===== config.mk =====
export PLATFORM = sky130hd
export DESIGN_NAME = crc32_fcs_engine
export DESIGN_NICKNAME = d
export VERILOG_FILES = /design/src/rtl/crc32_fcs_engine.sv
export SDC_FILE = /design/constraint.sdc
export NUM_CORES = 1
export LEC_CHECK = 0
export CORE_MARGIN = 3
export CORE_UTILIZATION = 25
export CTS_CLUSTER_DIAMETER = 150
export DETAILED_ROUTE_END_ITERATION = 7
export HOLD_SLACK_MARGIN = 0.03
export PLACE_DENSITY = 0.4
export SLEW_MARGIN = 5
export SYNTH_ARGS = -nofsm -noshare
export SYNTH_HDL_FRONTEND = slang
export SYNTH_SLANG_ARGS = --single-unit

===== constraint.sdc =====
create_clock -name clk -period 3.2 [get_ports clk]
set_input_delay 0.32 -clock clk [delete_from_list [all_inputs] [get_ports clk]]
set_output_delay 0.32 -clock clk [all_outputs]
set_load 0.05 [all_outputs]

===== src/rtl/crc32_fcs_engine.sv =====
// CRC-32 FCS engine for the MAC byte stream: checks (and optionally strips) the
// trailing FCS on receive, or appends a computed FCS on transmit.
module crc32_fcs_engine #(
  parameter int unsigned MODE       = 0,
  parameter logic [31:0] POLY       = 32'h04C11DB7,
  parameter logic [31:0] INIT       = 32'hFFFFFFFF,
  parameter logic [31:0] RESIDUE    = 32'hC704DD7B,
  parameter bit          REFLECT_IN = 1'b1,
  parameter logic [31:0] XOR_OUT    = 32'hFFFFFFFF,
  parameter bit          STRIP_FCS  = 1'b1
) (
  input  logic       clk,
  input  logic       rst_n,
  input  logic       stream_in_startofpacket,
  input  logic       stream_in_endofpacket,
  input  logic       stream_in_valid,
  output logic       stream_in_ready,
  input  logic [7:0] stream_in_data,
  input  logic       stream_in_error,
  output logic       stream_out_startofpacket,
  output logic       stream_out_endofpacket,
  output logic       stream_out_valid,
  input  logic       stream_out_ready,
  output logic [7:0] stream_out_data,
  output logic       stream_out_error
);

  typedef enum logic [2:0] {IDLE, DATA, FCS0, FCS1, FCS2, FCS3} state_t;

  localparam bit GEN   = (MODE == 1);
  localparam bit STRIP = !GEN && STRIP_FCS;

  function automatic logic [31:0] crc_byte(input logic [31:0] crc_in, input logic [7:0] din);
    logic [31:0] c;
    logic [7:0]  d;
    logic        fb;
    c = crc_in;
    for (int i = 0; i < 8; i++) d[i] = REFLECT_IN ? din[7-i] : din[i];
    for (int i = 7; i >= 0; i--) begin
      fb = c[31] ^ d[i];
      c  = {c[30:0], 1'b0} ^ (fb ? POLY : 32'h0);
    end
    return c;
  endfunction

  function automatic logic [31:0] bitrev32(input logic [31:0] v);
    logic [31:0] r;
    for (int i = 0; i < 32; i++) r[i] = v[31-i];
    return r;
  endfunction

  state_t          state_q, state_d;
  logic [2:0]      cnt_q, cnt_d;
  logic [31:0]     crc_q, crc_next, fcs_raw, fcs_val;
  logic            err_q, sticky_base, check_err;
  logic [3:0][7:0] dl_data;
  logic [3:0]      dl_sop;

  logic            out_valid_q, out_sop_q, out_eop_q, out_err_q;
  logic [7:0]      out_data_q;

  logic            out_free, gen_busy, in_ready_c, in_fire;
  logic            load, ld_sop, ld_eop, ld_err;
  logic [7:0]      ld_data;

  assign out_free   = !out_valid_q || stream_out_ready;
  assign gen_busy   = GEN && (state_q inside {FCS0, FCS1, FCS2, FCS3});
  assign in_ready_c = rst_n && out_free && !gen_busy;
  assign in_fire    = stream_in_valid && in_ready_c;

  // SOP restarts the CRC from INIT and clears the sticky error on the same beat.
  always_comb begin
    crc_next    = crc_byte(stream_in_startofpacket ? INIT : crc_q, stream_in_data);
    sticky_base = stream_in_startofpacket ? 1'b0 : err_q;
    check_err   = sticky_base | stream_in_error | (crc_next != RESIDUE);
    fcs_raw     = crc_q ^ XOR_OUT;
    fcs_val     = REFLECT_IN ? bitrev32(fcs_raw) : fcs_raw;
  end

  always_comb begin
    state_d = state_q;
    cnt_d   = cnt_q;
    load    = 1'b0;
    ld_data = stream_in_data;
    ld_sop  = stream_in_startofpacket;
    ld_eop  = 1'b0;
    ld_err  = 1'b0;
    if (GEN) begin
      case (state_q)
        FCS0: if (out_free) begin
          load = 1'b1; ld_sop = 1'b0; ld_data = fcs_val[7:0];   state_d = FCS1;
        end
        FCS1: if (out_free) begin
          load = 1'b1; ld_sop = 1'b0; ld_data = fcs_val[15:8];  state_d = FCS2;
        end
        FCS2: if (out_free) begin
          load = 1'b1; ld_sop = 1'b0; ld_data = fcs_val[23:16]; state_d = FCS3;
        end
        FCS3: if (out_free) begin
          load = 1'b1; ld_sop = 1'b0; ld_data = fcs_val[31:24];
          ld_eop = 1'b1; ld_err = err_q; state_d = IDLE;
        end
        default: if (in_fire) begin
          load = 1'b1;
          if (stream_in_endofpacket)        state_d = FCS0;
          else if (stream_in_startofpacket) state_d = DATA;
        end
      endcase
    end else if (STRIP) begin
      // A byte leaves only once four newer bytes prove it is not part of the FCS.
      if (in_fire) begin
        if (stream_in_startofpacket) begin
          cnt_d = stream_in_endofpacket ? 3'd0 : 3'd1;
        end else if (cnt_q == 3'd4) begin
          load    = 1'b1;
          ld_data = dl_data[3];
          ld_sop  = dl_sop[3];
          ld_eop  = stream_in_endofpacket;
          ld_err  = stream_in_endofpacket && check_err;
          cnt_d   = stream_in_endofpacket ? 3'd0 : 3'd4;
        end else begin
          cnt_d = stream_in_endofpacket ? 3'd0 : cnt_q + 3'd1;
        end
      end
    end else begin
      if (in_fire) begin
        load   = 1'b1;
        ld_eop = stream_in_endofpacket;
        ld_err = stream_in_endofpacket && check_err;
      end
    end
  end

  always_ff @(posedge clk or negedge rst_n) begin
    if (!rst_n) begin
      state_q <= IDLE;
      cnt_q   <= 3'd0;
    end else begin
      state_q <= state_d;
      cnt_q   <= cnt_d;
    end
  end

  always_ff @(posedge clk or negedge rst_n) begin
    if (!rst_n) begin
      crc_q   <= INIT;
      err_q   <= 1'b0;
      dl_data <= '0;
      dl_sop  <= '0;
    end else if (in_fire) begin
      crc_q   <= crc_next;
      err_q   <= sticky_base | stream_in_error;
      dl_data <= {dl_data[2:0], stream_in_data};
      dl_sop  <= {dl_sop[2:0], stream_in_startofpacket};
    end
  end

  always_ff @(posedge clk or negedge rst_n) begin
    if (!rst_n) begin
      out_valid_q <= 1'b0;
      out_sop_q   <= 1'b0;
      out_eop_q   <= 1'b0;
      out_err_q   <= 1'b0;
      out_data_q  <= 8'h00;
    end else if (load) begin
      out_valid_q <= 1'b1;
      out_sop_q   <= ld_sop;
      out_eop_q   <= ld_eop;
      out_err_q   <= ld_err;
      out_data_q  <= ld_data;
    end else if (stream_out_ready) begin
      out_valid_q <= 1'b0;
    end
  end

  assign stream_in_ready          = in_ready_c;
  assign stream_out_valid         = out_valid_q;
  assign stream_out_startofpacket = out_sop_q;
  assign stream_out_endofpacket   = out_eop_q;
  assign stream_out_error         = out_err_q;
  assign stream_out_data          = out_data_q;

endmodule


# Word-level counts from Yosys, hierarchy flattened
# Index checks and enable logic that the tools add are counted.
[word_totals] regBits=84
[op_classes] n_addsub=1 n_eq_ne=2 n_mux=32 bitwise_logic=18 reduce_logical=6
[ops] cell="32-bit by 27-bit XOR with 32-bit output" count=8
[ops] cell="27-bit 2-to-1 mux" count=8
[ops] cell="32-bit 2-to-1 mux" count=1
[ops] cell="32-bit inequality test, second input constant" count=1
[ops] cell="8-bit 2-to-1 mux" count=3
[ops] cell="1-bit 2-to-1 mux" count=16
[ops] cell="3-bit 2-to-1 mux" count=4
[ops] cell="1-bit XOR" count=8
[ops] cell="3-bit by 1-bit adder with 3-bit output, second input constant" count=1
[ops] cell="3-bit equality test, second input constant" count=1
[ops] cell="1-bit logical AND" count=3
[ops] cell="1-bit bitwise OR" count=2
[ops] cell="2-bit nonzero test" count=1
[ops] cell="1-bit zero test" count=1
[ops] cell="1-bit logical OR" count=1

# Logic depth before layout (Yosys ltp)
# Gate-level depths: netlist of run 1.
[logic_depth] ltp_word=31 ltp_mapped=12 ltp_nobuf=10

# Worst setup path after synthesis of run 1
# OpenSTA, ideal clock, no wires.
[synth_timing] path_kind="flip-flop to flip-flop" start="register crc_q[27]" end="register out_err_q (netlist: stream_out_error)" setup_time_ns=0.136 arrival_time_ns=2.478 required_ns=3.064 setup_slack_ns=0.586 path_stages_with_launch=9 path_buffers=1 synth_period_minus_slack_ns=2.614 cell_sequence="dfstp_2 -> buf_2 -> nor2_1 -> xnor2_1 -> xnor3_1 -> or4_1 -> a22o_1 -> a2111oi_4 -> a31oi_1"
[synth_between] elab_chain_cells=17
[synth_rtl] item="start: declaration" line_no="54" text="logic [31:0] crc_q, crc_next, fcs_raw, fcs_val;"
[synth_rtl] item="start signal: assignment" line_no="151" text="crc_q <= crc_next;"
[synth_rtl] item="32-bit 2-to-1 mux" line_no="73" text="crc_next = crc_byte(stream_in_startofpacket ? INIT : crc_q, stream_in_data);"
[synth_rtl] item="32-bit by 27-bit XOR with 32-bit output (4 in a row)" line_no="41" text="c = {c[30:0], 1'b0} ^ (fb ? POLY : 32'h0);"
[synth_rtl] item="1-bit XOR" line_no="40" text="fb = c[31] ^ d[i];"
[synth_rtl] item="27-bit 2-to-1 mux" line_no="41"
[synth_rtl] item="32-bit by 27-bit XOR with 32-bit output (4 in a row)" line_no="41"
[synth_rtl] item="32-bit inequality test" line_no="75" text="check_err = sticky_base | stream_in_error | (crc_next != RESIDUE);"
[synth_rtl] item="1-bit bitwise OR" line_no="75"
[synth_rtl] item="1-bit logical AND"
[synth_rtl] item="1-bit 2-to-1 mux" line_no="114" text="end else if (cnt_q == 3'd4) begin"
[synth_rtl] item="1-bit 2-to-1 mux" line_no="112" text="if (stream_in_startofpacket) begin"
[synth_rtl] item="1-bit 2-to-1 mux" line_no="111" text="if (in_fire) begin"
[synth_rtl] item="end signal: assignment" line_no="169" text="out_err_q <= ld_err;"
[synth_rtl] item="end: declaration" line_no="59" text="logic out_valid_q, out_sop_q, out_eop_q, out_err_q;"
# No other way between the ends.
# A chain may end at the register's enable or synchronous reset.

# Final worst setup path of run 1
[layout_timing] start="register crc_q[31]" end="register out_err_q (netlist: stream_out_error)"
[layout_between] elab_chain_cells=19
[layout_rtl] item="32-bit 2-to-1 mux *" line_no="73"
[layout_rtl] item="1-bit XOR *" line_no="40"
[layout_rtl] item="27-bit 2-to-1 mux *" line_no="41"
[layout_rtl] item="32-bit by 27-bit XOR with 32-bit output * (6 in a row)" line_no="41"
[layout_rtl] item="1-bit XOR" line_no="40"
[layout_rtl] item="27-bit 2-to-1 mux" line_no="41"
[layout_rtl] item="32-bit by 27-bit XOR with 32-bit output * (2 in a row)" line_no="41"
[layout_rtl] item="32-bit inequality test *" line_no="75"
[layout_rtl] item="1-bit bitwise OR *" line_no="75"
[layout_rtl] item="1-bit logical AND *"
[layout_rtl] item="1-bit 2-to-1 mux *" line_no="114"
[layout_rtl] item="1-bit 2-to-1 mux *" line_no="112"
[layout_rtl] item="1-bit 2-to-1 mux *" line_no="111"
# Every way passes the cells marked *; elsewhere a longest branch is shown, timed or not.

==> results.ini, run 1 <==
[cells_and_area]
seqCellArea_um2 = 2140
area_delta_synth_final_pct = 19.5
fillers = 2103
multi_input_area_um2 = 2820
design_area_um2 = 6150
layout-drive-gt1-share = 0.178
fin_nets = 608
n_antenna_cell = 0
fin_util = 0.310

[sta]
hold_viol_final = 0
setup_viol = 0
worst_slack_ns = 0.235
tns_ns = 0
worstMarginPinSlew_ns = 0.918
post-route-period-util = 0.927
rsz0062_at_grt = false
final-max-slew-violation-count = 0
slew_headroom = 0.388
skew_ns = 0.0102
clock.fmax_ghz = 0.337
period_minus_slack_ns = 2.96

[routing]
ant_nets = 0
first_pass_iters = 4
num_vias = 3747
viasPerCell = 4.36
wire_per_inst_um = 15.6
wirelength_um = 13400
drt_iter0_markers = 187
drc = 0

[worst_setup_path]
arrival_ns = 3.20
required_ns = 3.43
worst_setup_path_start_kind = register
endpoint_kind = register
worst_r2r_path_depth = 9
path_class = reg2reg
worstPathMaxFanout = 8

[clocking]
clock_sinks = 84
cts_resized = 0
clk_latency_ns = 0.35
cts_tree = built
htreeDepth = 3
postCtsSetupBuffers = 0
cts_buffers = 9
cts_hold_buf = 1
clk_pin_slew_worst_paths_ns = 0.07
clockRootBuffer = clkbuf_16
cts.path.max_buffers = 2

[pwr]
p_per_area_nw_per_um2 = 947
leakage_nw = 2.72
p_switching_mw = 2.27
switching_share = 0.390
ir_drop_uv = 318
combPwrFrac = 0.506
power_frac_seq = 0.316
p_int_mw = 3.55
power_mw = 5.82
p_clk_frac = 0.178

[floorplan]
fp.dieH_um = 149
ios = 28
core-area_um2 = 19800
start_util = 0.259
rows = 51
die_w_um = 149
design.die.area_um2 = 22300

[synth]
syn_area_per_cell_um2 = 9.24
ys_top_cells_by_count = nand2_1 (152), xnor2_1 (57), dfrtp_1 (52), nor2_1 (48), dfstp_2 (32)
synth_edf_count = 0
synth_top_area_share = 0.253
synth_top_area_cell = dfrtp_1
ys_types = 56
synthFlopType = dfrtp_1
async_reset_ff_frac = 1.00
synthesis.area_um2 = 5140
synth.most_common_cell = nand2_1
syn_inst = 557
yosys_warnings = 0
synth-seq-area-share = 0.416
synth_area_leaders = dfrtp_1 (25%), dfstp_2 (16%), nand2_1 (11%)
syn_nets = 575
ys_seq_elements = 84

[grt]
grt-ovfl-total = 0
track_usage = 0.128
grt_pass1_vias = 3912
grt_max_degree = 71
antenna_found_initial = 0
grt_pass1_wl_um = 22000

[run]
maxCapViolCount = 0

[outcome]
status = finished, final reports clean

[place]
dp_slack_ns = 0.0906
globalplace.congestion = 0.812
dp_hpwl_um = 10000
placed_area_um2 = 5840
io_buffers = 27

[min_path]
hp-class = in2async

power groups by stage:
stage / Clock [mW] / Combinational, mW / Sequential, mW
final: 1.04 / 2.94 / 1.84
after global routing: 1.13 / 3.24 / 1.90
after CTS: 1.08 / 2.98 / 1.85
after detailed placement: 0 / 2.97 / 1.87
after global placement: 0 / 2.97 / 1.86
after floorplan: 0 / 2.23 / 1.70
area by class of cell:
cell class	instances	area share
repair buffers	60	0.0895
inverters	4	0.00244
clock buffers	9	0.0366
clock inverters	7	0.0112
well taps	265	0.0539
multi-input cells	431	0.458
flip-flops and latches	84	0.348
registers in the layout, indices dropped and copies added, names as in the netlist:
signal and flops:
cnt_q 3, stream_out_endofpacket 1, stream_out_valid 1, stream_out_data 8, stream_out_startofpacket 1, dl_sop 4
crc_q 32, dl_data 32, err_q 1, stream_out_error 1
critical path: stages (launching register included):
cell,delay (ns)
dfstp_2,0.76
xnor2_2,0.15
nor3_1,0.28
or2_1,0.26
buf_4,0.18
mux2_2,0.33
a2bb2oi_1,0.16
a2111oi_0,0.46
buf_4,0.19
a31oi_1,0.07
layer usage:
metal  GRT usage  routed length, um  part of all wire  vias to the layer above
li1            -                  -                 -                     1894
met1       0.176               6440              0.48                     1789
met2       0.206               6350              0.47                       47
met3      0.0233                406             0.030                       17
met4      0.0384                221             0.016                        0
met5           0                  0                 0                        -
worst paths after layout:
path | slack [ns] | startpoint | end
max in group asynchronous | 1.59 | rst_n | stream_out_data[5]
min reg2reg | 0.46 | crc_q[22] | crc_q[22]
min in group clk | 0.46 | crc_q[22] | crc_q[22]
max | 0.24 | crc_q[31] | stream_out_error
max reg2reg | 0.24 | crc_q[31] | stream_out_error
min | 0.43 | rst_n | cnt_q[1]
cells by family (layout without fill, tap and decap cells):
group / Yosys count / in the layout / share of synthesized area
AOI/OAI and AO/OA: 66 / 66 / 0.0817
xor gates and xnor gates: 93 / 93 / 0.208
adders and majority gates: 3 / 3 / 0.00730
buffers and inverters: 42 / 80 / 0.0394
DFF: 84 / 84 / 0.416
muxes: 20 / 20 / 0.0416
and+or+nand+nor: 249 / 249 / 0.206
cells in the final DEF, fill, tap and decap left out, types with 3 or more instances in the layout:
master / instances
xnor3_1: 10
nand2_1: 151
dfrtp_1: 52
and2_1: 3
clkdlybuf4s50_1: 25
nand2b_1: 3
nor3_1: 9
xor3_1: 5
mux2_2: 11
xor2_1: 17
or3_1: 6
buf_12: 3
o21ai_0: 30
a21oi_1: 12
nor2_1: 48
mux2i_1: 9
ha_1: 3
xnor2_1: 57
dfstp_2: 32
clkbuf_16: 9
nand3_1: 7
inv_1: 4
buf_4: 30
xnor2_2: 3
o21a_1: 4
nand3b_1: 3
stage by stage:
| stage | hold WS [ns] | cells |
|---|---|---|
| 2_1_floorplan | 0.0244 | 557 |
| 3_3_place_gp | 0.196 | 843 |
| 3_5_place_dp | 0.199 | 843 |
| 4_1_cts | 0.442 | 860 |
| 5_1_grt | 0.455 | 860 |
| 6_report | 0.432 | 860 |
No activity file was read; power rests on OpenSTA's default activity.
==> inputs of run 2 (changes only) <==
- CAP_MARGIN: default -> 20
==> results of run 2 <==
The final DEF is identical to that of run 1; final timing and power are the same.
==> inputs of run 3 (changes only) <==
- CORE_UTILIZATION: 25 -> 47
- PLACE_DENSITY: 0.4 -> 0.65
==> run 3 against run 2 <==
Compared with the run above:
- sequential cell count stayed put
- clock-buffer cell count stayed put
- register-to-register slack worse by 0.03 ns
- total power is 6.4% lower
- via count is 1.3% higher
- non-clock buffer count is 2 lower
- clock power is 30% lower
- first-iteration DRC count is 12% higher
- largest cell class unchanged
==> results.ini, run 3 (synthesized netlist as in run 1, its figures left out) <==
[clocking]
clockRootBuffer = clkbuf_8
cts_resized = 0  ; unchanged
clk_pin_slew_worst_paths_ns = 0.10  ; +0.03 ns
cts_hold_buf = 0  ; -1
cts_buffers = 9  ; unchanged
cts_tree = built
postCtsSetupBuffers = 0  ; unchanged
clk_latency_ns = 0.35  ; about the same
clock_sinks = 84  ; unchanged
cts.path.max_buffers = 2  ; unchanged
htreeDepth = 3  ; unchanged

[sta]
rsz0062_at_grt = false
slew_headroom = 0.505  ; +0.117
whs_ns = 0.0482  ; -0.384 ns
skew_ns = 0.0102  ; -0.0000503 ns
hold_viol_final = 0  ; unchanged
setup_viol = 0  ; unchanged
post-route-period-util = 0.935  ; +0.00872
final-max-slew-violation-count = 0  ; unchanged
period_minus_slack_ns = 2.99  ; +0.0279 ns
tns_ns = 0  ; unchanged
clock.fmax_ghz = 0.334  ; -0.93%
worstMarginPinSlew_ns = 0.737  ; -0.180 ns

[floorplan]
start_util = 0.492  ; +0.232
fp.dieH_um = 111  ; -26%
design.die.area_um2 = 12200  ; -45%
core-area_um2 = 10500  ; -47%
ios = 28  ; unchanged
die_w_um = 111  ; -26%
rows = 37  ; -27%

[grt]
grt-ovfl-total = 0  ; unchanged
grt_max_degree = 45  ; -37%
track_usage = 0.206  ; +0.0778
antenna_found_initial = 0  ; unchanged
grt_pass1_vias = 3892  ; -0.51%
grt_pass1_wl_um = 20200  ; -8.3%

[worst_setup_path]
rrSetupSlack_ns = 0.21  ; -0.03 ns
worst_setup_path_start_kind = register
endpoint_kind = register
timing.rr.end = stream_out_error
path_cells = xor3_1 -> or3_1 -> a21o_1 -> mux2_2 -> a2bb2oi_1 -> a2111oi_0 -> a31oi_1
worst_path_max_delay_cell = dfstp_2
worst_r2r_path_depth = 7  ; -2
required_ns = 3.42  ; about the same
arrival_ns = 3.21  ; about the same
worstPathMaxFanout = 7  ; -1
r2r_start = crc_q[30]
critical_path.max_stage_delay_ns = 0.65  ; -0.11 ns
path_class = reg2reg

[cells_and_area]
fillers = 964  ; -54%
layout_common_cells = nand2_1 (151), xnor2_1 (57), dfrtp_1 (52), nor2_1 (48), dfstp_2 (32)
final_common_cell = nand2_1
n_antenna_cell = 0  ; unchanged
multi_input_area_um2 = 2820  ; unchanged
design_area_um2 = 5840  ; -5.0%
area_delta_synth_final_pct = 13.5
seqCellArea_um2 = 2140  ; unchanged
fin_nets = 606  ; -0.33%
layout-drive-gt1-share = 0.177  ; -0.00109

[routing]
ant_nets = 0  ; unchanged
wirelength_um = 12100  ; -9.9%
drc = 0  ; unchanged
viasPerCell = 5.20  ; +19%
drt_iter0_markers = 209  ; +12%
num_vias = 3794  ; +1.3%
wire_per_inst_um = 16.6  ; +6.2%
first_pass_iters = 5  ; +1

[place]
io_buffers = 27  ; unchanged
dp_hpwl_um = 9080  ; -9.3%
globalplace.congestion = 0.905  ; +12%
placed_area_um2 = 5660  ; -3.1%

[min_path]
hp-class = in2async

[pwr]
p_per_area_nw_per_um2 = 933  ; -1.5%
leakage_nw = 2.66  ; -2.4%
ir_drop_uv = 428  ; +35%

[run]
maxCapViolCount = 0  ; unchanged

[outcome]
status = finished, final reports clean

-- run 3: how the worst max path moves through the flow --
stage | from | to | depth (start not counted)
after floorplan | crc_q[27] | stream_out_error | 8
after global placement | stream_in_data[1] | stream_out_error | 10
after detailed placement | stream_in_data[1] | stream_out_error | 10
after CTS | crc_q[30] | stream_out_error | 7
after global routing | crc_q[31] | stream_out_error | 10
final | crc_q[30] | stream_out_error | 7
-- run 3: through the flow --
stage | instances | utilization | worst slack [ns] | power, mW
CTS | 729 | 0.558 | 0.243 | 5.48
global placement | 713 | 0.541 | 0.0956 | 4.68
detailed placement | 713 | 0.541 | 0.00223 | 4.72
global route | 729 | 0.558 | 0.0522 | 5.84
finish | 729 | 0.558 | 0.207 | 5.45
floorplan | 557 | - | 0.586 | 3.94
-- run 3: final cells by class --
cell class / instances / area share
multi-input combinational: 431 / 0.482
clock inverter: 7 / 0.00942
sequential: 84 / 0.367
inverter: 4 / 0.00257
clock buffer: 9 / 0.0212
tap: 136 / 0.0291
timing repair buffer: 58 / 0.0891
-- run 3: power by group --
part | internal (mW) | switching, mW
sequential | 1.49 | 0.311
combinational | 1.48 | 1.45
clock | 0.292 | 0.433
-- run 3: worst max-delay path: cells and delay by family, from the launching register on --
kind	cells	cell delay [ns]
simple gates	1	0.35
compound gates	4	1.11
mux	1	0.26
flops	1	0.65
xor+xnor	1	0.49
-- run 3: routing by layer --
| layer | wire length, um | global-route usage | up-vias |
|---|---|---|---|
| met5 | 0 | 0 | - |
| met4 | 227 | 0.0583 | 0 |
| met3 | 349 | 0.0290 | 18 |
| met2 | 5750 | 0.342 | 68 |
| met1 | 5760 | 0.282 | 1829 |
| li1 | - | - | 1879 |
